===== config.mk =====
export PLATFORM = sky130hd
export DESIGN_NAME = pipe_ctrl
export DESIGN_NICKNAME = d
export VERILOG_FILES = /design/src/rtl/pipe_ctrl.sv
export SDC_FILE = /design/constraint.sdc
export NUM_CORES = 1
export LEC_CHECK = 0
export CAP_MARGIN = 20
export CORE_AREA = 5 5 124 126
export CTS_CLUSTER_DIAMETER = 200
export DETAILED_ROUTE_END_ITERATION = 8
export DIE_AREA = 0 0 129 131
export GPL_ROUTABILITY_DRIVEN = 0
export PLACE_DENSITY = 0.7
export SYNTH_ARGS = -nofsm -noshare
export SYNTH_HDL_FRONTEND = slang
export SYNTH_SLANG_ARGS = --single-unit

===== constraint.sdc =====
create_clock -name clk -period 3.75 [get_ports clk]
set_clock_uncertainty 0.1 [all_clocks]
set_input_delay 0.75 -clock clk [delete_from_list [all_inputs] [get_ports clk]]
set_output_delay 0.75 -clock clk [all_outputs]
set_load 0.01 [all_outputs]

===== src/rtl/pipe_ctrl.sv =====
// Pipeline hazard/forwarding control with a debug halt FSM and saturating performance counters.
// Forwarding and stall/flush decisions are combinational; state and counters update on clk.
module pipe_ctrl #(
    parameter int REG_AW    = 5,
    parameter int CNT_W     = 32,
    parameter int DRAIN_CYC = 4
) (
    input  logic              clk,
    input  logic              rstn,
    input  logic [REG_AW-1:0] i_id_rs1,
    input  logic [REG_AW-1:0] i_id_rs2,
    input  logic              i_id_use_rs1,
    input  logic              i_id_use_rs2,
    input  logic [REG_AW-1:0] i_ex_rs1,
    input  logic [REG_AW-1:0] i_ex_rs2,
    input  logic [REG_AW-1:0] i_ex_rd,
    input  logic              i_ex_regwrite,
    input  logic              i_ex_memread,
    input  logic [REG_AW-1:0] i_mem_rd,
    input  logic              i_mem_regwrite,
    input  logic [REG_AW-1:0] i_wb_rd,
    input  logic              i_wb_regwrite,
    input  logic              i_ex_redirect,
    input  logic              i_mem_req,
    input  logic              i_mem_ready,
    input  logic              i_dbg_halt_req,
    input  logic              i_dbg_resume,
    input  logic              i_perf_clear,
    output logic              o_f_stall,
    output logic              o_d_bubble,
    output logic              o_e_flush,
    output logic              o_pipe_freeze,
    output logic [1:0]        o_fwd_a,
    output logic [1:0]        o_fwd_b,
    output logic              o_dbg_halted,
    output logic [CNT_W-1:0]  o_perf_cycles,
    output logic [CNT_W-1:0]  o_perf_stalls,
    output logic [CNT_W-1:0]  o_perf_flushes
);

    typedef enum logic [1:0] {RUN, DRAIN, HALTED} state_t;

    state_t           r_state, w_state_nxt;
    logic [3:0]       r_drain_cnt, w_drain_nxt;
    logic             r_halted;
    logic [CNT_W-1:0] r_cycles, r_stalls, r_flushes;

    logic w_load_use, w_freeze, w_f_stall, w_d_bubble, w_e_flush;
    logic w_run;

    // Register x0 never carries a result, so it is never a forwarding source.
    always_comb begin
        o_fwd_a = 2'b00;
        if (i_mem_regwrite && i_mem_rd == i_ex_rs1 && i_mem_rd != '0)
            o_fwd_a = 2'b01;
        else if (i_wb_regwrite && i_wb_rd == i_ex_rs1 && i_wb_rd != '0)
            o_fwd_a = 2'b10;
    end

    always_comb begin
        o_fwd_b = 2'b00;
        if (i_mem_regwrite && i_mem_rd == i_ex_rs2 && i_mem_rd != '0)
            o_fwd_b = 2'b01;
        else if (i_wb_regwrite && i_wb_rd == i_ex_rs2 && i_wb_rd != '0)
            o_fwd_b = 2'b10;
    end

    assign w_load_use = i_ex_memread && (i_ex_rd != '0) &&
                        ((i_id_use_rs1 && i_id_rs1 == i_ex_rd) ||
                         (i_id_use_rs2 && i_id_rs2 == i_ex_rd));

    assign w_freeze = (i_mem_req && !i_mem_ready) || (r_state == HALTED);
    assign w_run    = (r_state != HALTED);

    // Freeze masks everything; a redirect beats both hazard and drain stalls.
    always_comb begin
        w_f_stall   = 1'b0;
        w_d_bubble  = 1'b0;
        w_e_flush   = 1'b0;
        w_state_nxt = r_state;
        w_drain_nxt = r_drain_cnt;
        if (!w_freeze) begin
            if (i_ex_redirect) begin
                w_e_flush = 1'b1;
            end else if (w_load_use || r_state == DRAIN) begin
                w_f_stall  = 1'b1;
                w_d_bubble = 1'b1;
            end
        end
        case (r_state)
            RUN: begin
                if (i_dbg_halt_req && !w_freeze) begin
                    w_state_nxt = DRAIN;
                    w_drain_nxt = 4'(DRAIN_CYC);
                end
            end
            DRAIN: begin
                if (!w_freeze) begin
                    if (r_drain_cnt == 4'd1) begin
                        w_state_nxt = HALTED;
                        w_drain_nxt = 4'd0;
                    end else begin
                        w_drain_nxt = r_drain_cnt - 4'd1;
                    end
                end
            end
            HALTED: begin
                if (i_dbg_resume)
                    w_state_nxt = RUN;
            end
            default: begin
                w_state_nxt = RUN;
                w_drain_nxt = 4'd0;
            end
        endcase
    end

    always_ff @(posedge clk) begin
        if (!rstn) begin
            r_state     <= RUN;
            r_drain_cnt <= 4'd0;
            r_halted    <= 1'b0;
        end else begin
            r_state     <= w_state_nxt;
            r_drain_cnt <= w_drain_nxt;
            r_halted    <= (w_state_nxt == HALTED);
        end
    end

    // Counters saturate at all-ones; clear takes precedence over increment.
    always_ff @(posedge clk) begin
        if (!rstn || i_perf_clear) begin
            r_cycles  <= '0;
            r_stalls  <= '0;
            r_flushes <= '0;
        end else begin
            if (w_run && r_cycles != '1)
                r_cycles <= r_cycles + 1'b1;
            if (w_run && (w_f_stall || w_freeze) && r_stalls != '1)
                r_stalls <= r_stalls + 1'b1;
            if (w_e_flush && r_flushes != '1)
                r_flushes <= r_flushes + 1'b1;
        end
    end

    assign o_f_stall      = w_f_stall;
    assign o_d_bubble     = w_d_bubble;
    assign o_e_flush      = w_e_flush;
    assign o_pipe_freeze  = w_freeze;
    assign o_dbg_halted   = r_halted;
    assign o_perf_cycles  = r_cycles;
    assign o_perf_stalls  = r_stalls;
    assign o_perf_flushes = r_flushes;

endmodule


-- Yosys cells after proc, flatten, opt, wreduce, memory -nomap -nowiden
Cells that the tools add are included.
- register bits: 103
- bits of input ports: 49
- output and inout port bits: 105
- logic and storage cells: 76
- add/subtract/negate cells: 4
- eq/ne operators: 16
- mux-type cells: 18
- bitwise gates (word level): 1
- reduce and logical (&&, ||, !) cells: 31
- operator list (kind ; number):
    $add 32x1->32 const B ; 3
    $ne 32x32->1 const B ; 3
    $eq 5x5->1 ; 6
    $logic_and 1x1->1 ; 18
    $mux 2 ; 8
    $reduce_bool 5->1 ; 3
    $mux 4 ; 3
    $pmux 4 s3 ; 1
    $ne 2x2->1 const B ; 3
    $pmux 2 s3 ; 1
    $logic_or 1x1->1 ; 5
    $mux 1 ; 5
    $eq 2x2->1 const B ; 2
    $eq 4x1->1 const B ; 1
    $sub 4x1->4 const B ; 1
    $logic_not 1->1 ; 3
    $reduce_and 3->1 ; 1
    $eq 2x1->1 const B ; 1
    $logic_not 2->1 ; 1
    $not 1->1 ; 1

-- Longest topological paths before layout
Gate-level depths: netlist of run 1.
- depth after elaboration: 11
- gate-level depth with buffers: 9
- mapped depth without buffers: 7

-- Worst setup path after synthesis of run 1
Ideal clock, no wire load.
- path kind: in2out
- from: input i_mem_rd[1]
- to: output o_fwd_a[1]
- data arrival time: 2043 ps
- data required time: 2900 ps
- slack: 857 ps
- stages: 4
- buffers on the path: 0
- cell sequence: or4_1 -> o21ai_0 -> nor4_1 -> nor4_1
- cells in the longest elaborated chain, start to end: 4
- elaborated cells between the ends (all ways): 5
- those cells by class: eq/ne (1); mux (1); reduce/logical (3)
- RTL lines (element ; RTL line ; source):
    start, declared ; 19 ; input logic [REG_AW-1:0] i_mem_rd,
    $eq 5x5->1 ; 54 ; if (i_mem_regwrite && i_mem_rd == i_ex_rs1 && i_mem_rd != '0)
    $logic_and 1x1->1 ; 54 ;
    $logic_and 1x1->1 (*) ; 54 ;
    $mux 2 (*) ; 54 ;
    end, declared ; 33 ; output logic [1:0] o_fwd_a,
Every way passes the cells marked *; elsewhere a longest branch is shown, timed or not.

-- Worst setup path in the final report of run 1
- from: input i_ex_rd[3]
- to: output o_f_stall
- cells in the longest elaborated chain, start to end: 8
- elaborated cells between the ends (all ways): 12
- those cells by class: eq/ne (2); mux (3); reduce/logical (7)
- RTL lines (element ; RTL line ; source):
    start, declared ; 16 ; input logic [REG_AW-1:0] i_ex_rd,
    $eq 5x5->1 (on tied branches) ; 69, 70 ;
    $logic_and 1x1->1 (on tied branches) ; 69, 70 ;
    $logic_or 1x1->1 ; 69 ; ((i_id_use_rs1 && i_id_rs1 == i_ex_rd) ||
    $logic_and 1x1->1 (*) ; 68 ; assign w_load_use = i_ex_memread && (i_ex_rd != '0) &&
    $logic_or 1x1->1 (*) ; 85 ; end else if (w_load_use || r_state == DRAIN) begin
    $mux 1 (*) ; 85 ;
    $mux 1 (*) ; 83 ; if (i_ex_redirect) begin
    $mux 1 (*) ; 82 ; if (!w_freeze) begin
    end, declared ; 29 ; output logic o_f_stall,
Marks and branches as above.

==> reports/metrics.yaml, run 1 <==
outcome:
  status: "completed"
setup_path:
  r2r_setup_slack_ns: 1.25
  rr_worst_depth: 6
  crit_cells: 8
  endpoint_kind: "output port"
  cp-start-kind: "input pin"
  endpoint: "o_f_stall"
  critPathSlowestCell: "clkdlybuf4s50_1"
  cp_top_family: "buffers and inverters"
  cp.required_ns: 2.90
  cp_cell_sequence: "clkdlybuf4s50_1 -> xnor2_1 -> nand4_1 -> o22ai_2 -> nand2_2 -> a211oi_2 -> buf_4 -> clkdlybuf4s50_1"
  crit_type: "input pin to output port"
  critPathMostFrequentCell: "clkdlybuf4s50_1"
  path_max_fanout: 3
  worstSetupStartpoint: "i_ex_rd[3]"
  critical-path-max-stage-delay_ns: 0.52
  r2r_end: "o_perf_stalls[11]$_SDFFE_PP0P_"
  worst-path-buf-inv: 3
  timing.rr.start: "o_perf_stalls[2]$_SDFFE_PP0P_"
  arrival_ns: 2.79
clocking:
  cts.clk_slew.worst_paths_ns: 0.07
  cts_hold_buf: 0
  cts_buffers: 9
  clock_sinks: 103
  cts_setup_buffers: 0
  cts_buffer_depth: 2
  cts-htree-levels: 3
  cts_tree: "built"
  clk_latency_ns: 0.35
  root_buffer: "clkbuf_16"
power:
  max-vdd-ir-drop_mv: 0.1824
  total_leakage_power_nw: 2.470
  power.total_w: 0.002246
  powerDensity_nw_per_um2: 295.7
detailed_routing:
  vias_per_cell: 5.299
  wl_mm: 14.58
  postRouteAntennaNets: 0
  avgRoutedWirePerCell_um: 14.51
  drtIter0Drc: 305
  drcViolationCount: 0
  dr.pass1.iters: 4
  vias: 5325
synthesis:
  ys.flop_type: "dfxtp_1"
  synth-edff-count: 0
  synth_async_sr_flop_share: 0
  synth-seq-area-share: 0.3751
  netlist_area_sq_um: 5497
  synth-seq-cells: 103
  yosysWarningCount: 0
  avgSynthCellArea_sq_um: 8.328
  synth_cell_type_count: 57
  syn_nets: 714
  syn-instance-count: 660
timing:
  worst_hold_slack_ns: 0.4047
  period_needed_ns: 3.635
  rsz0062_at_grt: "no"
  hold_viol: 0
  worst_slack_ns: 0.1148
  slew_violations: 0
  fmax_mhz: 275.1
  fin_crit_sh: 0.9694
  worstMarginPinSlew_ns: 0.9640
  fin_tns_setup_ns: 0
  slew_headroom: 0.3530
  setup_viol: 0
floorplanning:
  die-height_um: 131
  die_area_sq_um: 16900
  die_x_um: 129
  row_count: 44
  io_pins: 154
  start_util: 0.3870
  core_region_area_sq_um: 14200
placed_design:
  place_ws_ns: -0.1662
  place.detailed.hpwl_mm: 10.92
  placement.io_buffers: 152
finish:
  nFillCells: 1386
  layout-drive-gt1-share: 0.05847
  antenna-diode-count: 0
  final_common_cell: "clkdlybuf4s50_1"
  fin_nets: 870
  utilization: 0.5348
  syn_to_final_growth_pct: 38.20
  layout_common_cells: "clkdlybuf4s50_1, dfxtp_1, nor2_1"
global_route:
  grt_antenna_before_repair: 0
  grt.total_usage: 0.1707
  grt_max_degree: 52
  grt_pass1_wl_mm: 23.83
  grt_pass1_vias: 4917
  grt-ovfl-total: 0
min_path:
  holdPathStages: 2
  worst_hold_path_type: "register to register"
flow_run:
  cap_violations: 0
-- power breakdown --
part / switching [W] / total [W] / internal [W]
Combinational: 0.000110 / 0.000218 / 0.000108
Sequential: 0.00000833 / 0.00111 / 0.00110
Clock: 0.000424 / 0.000921 / 0.000497
Total: 0.000542 / 0.00225 / 0.00170
-- cells in the mapped netlist, drive strengths merged (15+ instances only) --
cell | n | area, sq um
a21oi | 38 | 190.2
nand2 | 43 | 161.4
nor3 | 23 | 126.4
xnor2 | 37 | 324.1
o21ai | 17 | 85.08
xor2 | 50 | 437.9
clkbuf | 15 | 56.30
nand4 | 37 | 252.7
nand3 | 42 | 210.2
o31ai | 27 | 207.7
dfxtp | 103 | 2062
and3 | 15 | 95.09
nor2 | 73 | 274.0
or4 | 31 | 234.0
inv | 16 | 60.05
-- per-layer routing --
layer | vias up | track usage | share of wire
met3 | 20 | 0.04390 | 0.063
met5 | - | 0 | 0
met1 | 2443 | 0.2226 | 0.46
met4 | 0 | 0.05250 | 0.017
met2 | 134 | 0.2784 | 0.46
li1 | 2728 | - | -
-- worst min path at each step --
stage	slack (ns)	startpoint	end
CTS	0.41	o_perf_stalls[25]$_SDFFE_PP0P_	o_perf_stalls[25]$_SDFFE_PP0P_
global placement	0.38	o_perf_stalls[7]$_SDFFE_PP0P_	o_perf_stalls[7]$_SDFFE_PP0P_
global route	0.42	o_perf_stalls[25]$_SDFFE_PP0P_	o_perf_stalls[25]$_SDFFE_PP0P_
floorplan	0.38	r_drain_cnt[2]$_SDFFE_PN0P_	r_drain_cnt[2]$_SDFFE_PN0P_
detailed placement	0.40	o_perf_stalls[25]$_SDFFE_PP0P_	o_perf_stalls[25]$_SDFFE_PP0P_
finish	0.40	o_perf_stalls[21]$_SDFFE_PP0P_	o_perf_stalls[21]$_SDFFE_PP0P_
-- tightest hold or removal path, cell delays in order, from the launching register on --
cell,delay [ns]
dfxtp_1,0.34
o31ai_1,0.07
a21oi_1,0.05
-- registers in the layout (all words and copies together), names as in the netlist --
signal          flops
o_dbg_halted        1
o_perf_cycles      32
o_perf_flushes     32
o_perf_stalls      32
r_drain_cnt         4
r_state             2
-- per-stage QoR --
stage | cell area (sq um) | instances
after floorplan | 5497 | 660
after global routing | 7596 | 1005
after detailed placement | 7283 | 989
after CTS | 7581 | 1005
after global placement | 7283 | 989
final | 7596 | 1005
-- timing repair --
| action | in CTS | in global routing |
|---|---|---|
| gates resized for setup | 4 | 5 |
| endpoints found under the setup margin | 4 | 2 |
| pin swaps | 0 | 5 |
| gates cloned | 0 | 0 |
-- cells by family after synthesis --
family,after synthesis,synth area share
adders and majority gates,5,0.01138
DFF,103,0.3751
muxes,4,0.007285
and+or+nand+nor,312,0.3082
AOI/OAI and AO/OA,109,0.1279
xor gates and xnor gates,87,0.1386
buffers and inverters,40,0.03141
-- final cells by class --
type,count,area [sq um],area share
Multi-Input combinational cell,517,3283,0.4322
Tap cell,184,230.2,0.03031
Inverter,16,60.06,0.007906
Timing Repair Buffer,169,1667,0.2194
Clock buffer,12,256.5,0.03377
Sequential cell,103,2062,0.2715
Clock inverter,4,37.54,0.004942
(Power assumes the default switching activity.)
==> run 2, diff against run 1 <==
--- a/config.mk
+++ b/config.mk
@@ -6,12 +6,12 @@
 export NUM_CORES = 1
 export LEC_CHECK = 0
 export CAP_MARGIN = 20
-export CORE_AREA = 5 5 124 126
+export CORE_AREA = 5 5 111 140
 export CTS_CLUSTER_DIAMETER = 200
 export DETAILED_ROUTE_END_ITERATION = 8
-export DIE_AREA = 0 0 129 131
+export DIE_AREA = 0 0 116 145
 export GPL_ROUTABILITY_DRIVEN = 0
-export PLACE_DENSITY = 0.7
+export PLACE_DENSITY = 0.71
 export SYNTH_ARGS = -nofsm -noshare
 export SYNTH_HDL_FRONTEND = slang
 export SYNTH_SLANG_ARGS = --single-unit
==> run 2 against run 1 <==
Non-clock buffer count shrank 3. Critical path type unchanged. Via count grew 2.6%. Routed wire length grew 6.4%. Total power grew 1.9%. Critical path depth shrank 1. Utilization grew 0.24 points. Sequential share of layout area grew 0.076 points. Critical endpoint unchanged. Final cell count shrank 1.0%. Register-to-register slack lost 0.09 ns. Largest cell class unchanged. First-iteration DRC count grew 0.66%. Highest routed layer unchanged. Die area shrank 0.47%. Global-route usage grew 1.0 points.
==> reports/metrics.yaml, run 2 (synthesis gave the netlist of run 1 again) <==
finish:
  fin_nets: 867
  layout-drive-gt1-share: 0.05263
  layout_common_cells: "clkdlybuf4s50_1, dfxtp_1, nor2_1"
  syn_to_final_growth_pct: 37.81
  final_common_cell: "clkdlybuf4s50_1"
  antenna-diode-count: 0
global_route:
  grt_antenna_before_repair: 0
  grt.total_usage: 0.1810
  grt_pass1_vias: 5139
  grt-ovfl-total: 0
  grt_max_degree: 59
  grt_pass1_wl_mm: 25.22
power:
  total_leakage_power_nw: 2.470
  internal_power_w: 0.001741
  max-vdd-ir-drop_mv: 0.2208
  powerDensity_nw_per_um2: 302.1
  seq_power_share: 0.484
  p_clk_frac: 0.420
  switchingPower_w: 0.0005467
  comb_power_share: 0.096
  power.total_w: 0.002288
  p_sw_frac: 0.2389
detailed_routing:
  dr.pass1.iters: 5
  postRouteAntennaNets: 0
  vias: 5464
  drtIter0Drc: 307
  wl_mm: 15.52
  drcViolationCount: 0
  vias_per_cell: 5.491
  avgRoutedWirePerCell_um: 15.59
timing:
  period_needed_ns: 3.588
  fin_crit_sh: 0.9567
  hold_viol: 0
  fmax_mhz: 278.7
  worst_hold_slack_ns: 0.4022
  slew_violations: 0
  setup_viol: 0
  worstMarginPinSlew_ns: 0.8407
  worst_slack_ns: 0.1623
  rsz0062_at_grt: "no"
  slew_headroom: 0.4352
clocking:
  clk_latency_ns: 0.35
  cts_hold_buf: 0
  cts.clk_slew.worst_paths_ns: 0.07
  root_buffer: "clkbuf_16"
  cts-htree-levels: 3
  clock_sinks: 103
  cts_setup_buffers: 0
  cts_buffer_depth: 2
  cts_tree: "built"
  cts_buffers: 9
setup_path:
  r2r_setup_slack_ns: 1.16
  crit_type: "input pin to output port"
  endpoint_kind: "output port"
  cp-start-kind: "input pin"
  arrival_ns: 2.74
  cp.required_ns: 2.90
  path_max_fanout: 3
floorplanning:
  core_region_area_sq_um: 14100
  row_count: 49
  io_pins: 154
  start_util: 0.3898
  die_area_sq_um: 16820
  die-height_um: 145
  die_x_um: 116
flow_run:
  cap_violations: 0
placed_design:
  place_ws_ns: -0.02085
  place.detailed.hpwl_mm: 11.44
  placement.io_buffers: 152
min_path:
  worst_hold_path_type: "register to register"
outcome:
  status: "completed"
[run 2: metrics by stage]
step	cells	utilization	TNS [ns]	area, sq um
finish	995	0.5372	0	7575
global placement	980	0.5153	0	7266
detailed placement	980	0.5153	-0.03575	7266
CTS	995	0.5363	0	7562
floorplan	660	-	0	5497
global route	995	0.5372	0	7575
[run 2: power by group through the flow]
stage	combinational [W]	sequential (W)	clock [W]
after floorplan	0.000113	0.00113	0
after global placement	0.000217	0.00113	0
after detailed placement	0.000220	0.00113	0
after CTS	0.000221	0.00111	0.000986
after global routing	0.000240	0.00111	0.00104
final	0.000220	0.00111	0.000960
[run 2: critical path, cell delays in order]
cell	delay, ns
clkdlybuf4s50_1	0.53
xnor2_1	0.14
nand4_1	0.14
o22ai_1	0.24
nand2_1	0.10
a211oi_2	0.26
clkdlybuf4s50_1	0.58
[run 2: timing repair]
| item | CTS | global route |
|---|---|---|
| gates cloned | 0 | 0 |
| gates resized for setup | 1 | 4 |
| endpoints found under the setup margin | 2 | 4 |
[run 2: routing by layer]
layer | vias to the layer above | GRT usage | part of all wire
met5 | - | 0 | 0
met4 | 0 | 0.06268 | 0.021
met3 | 25 | 0.03873 | 0.051
met2 | 135 | 0.3142 | 0.51
met1 | 2588 | 0.2178 | 0.42
li1 | 2716 | - | -
[run 2: path summary, 6_finish.rpt]
check,from,endpoint,cells after the start
max,i_ex_rd[1],o_f_stall,7
min,o_perf_stalls[7]$_SDFFE_PP0P_,o_perf_stalls[7]$_SDFFE_PP0P_,2
max reg2reg,o_perf_flushes[0]$_SDFFE_PP0P_,o_perf_flushes[19]$_SDFFE_PP0P_,7
min reg2reg,o_perf_stalls[7]$_SDFFE_PP0P_,o_perf_stalls[7]$_SDFFE_PP0P_,2
[run 2: cell type report]
class / instances / area (sq um)
clock buffer: 10 / 239.0
sequential: 103 / 2062
tap: 178 / 222.7
inverter: 16 / 60.06
clock inverter: 5 / 57.56
fill: 1378 / 6526
multi-input combinational: 517 / 3274
timing repair buffer: 166 / 1659
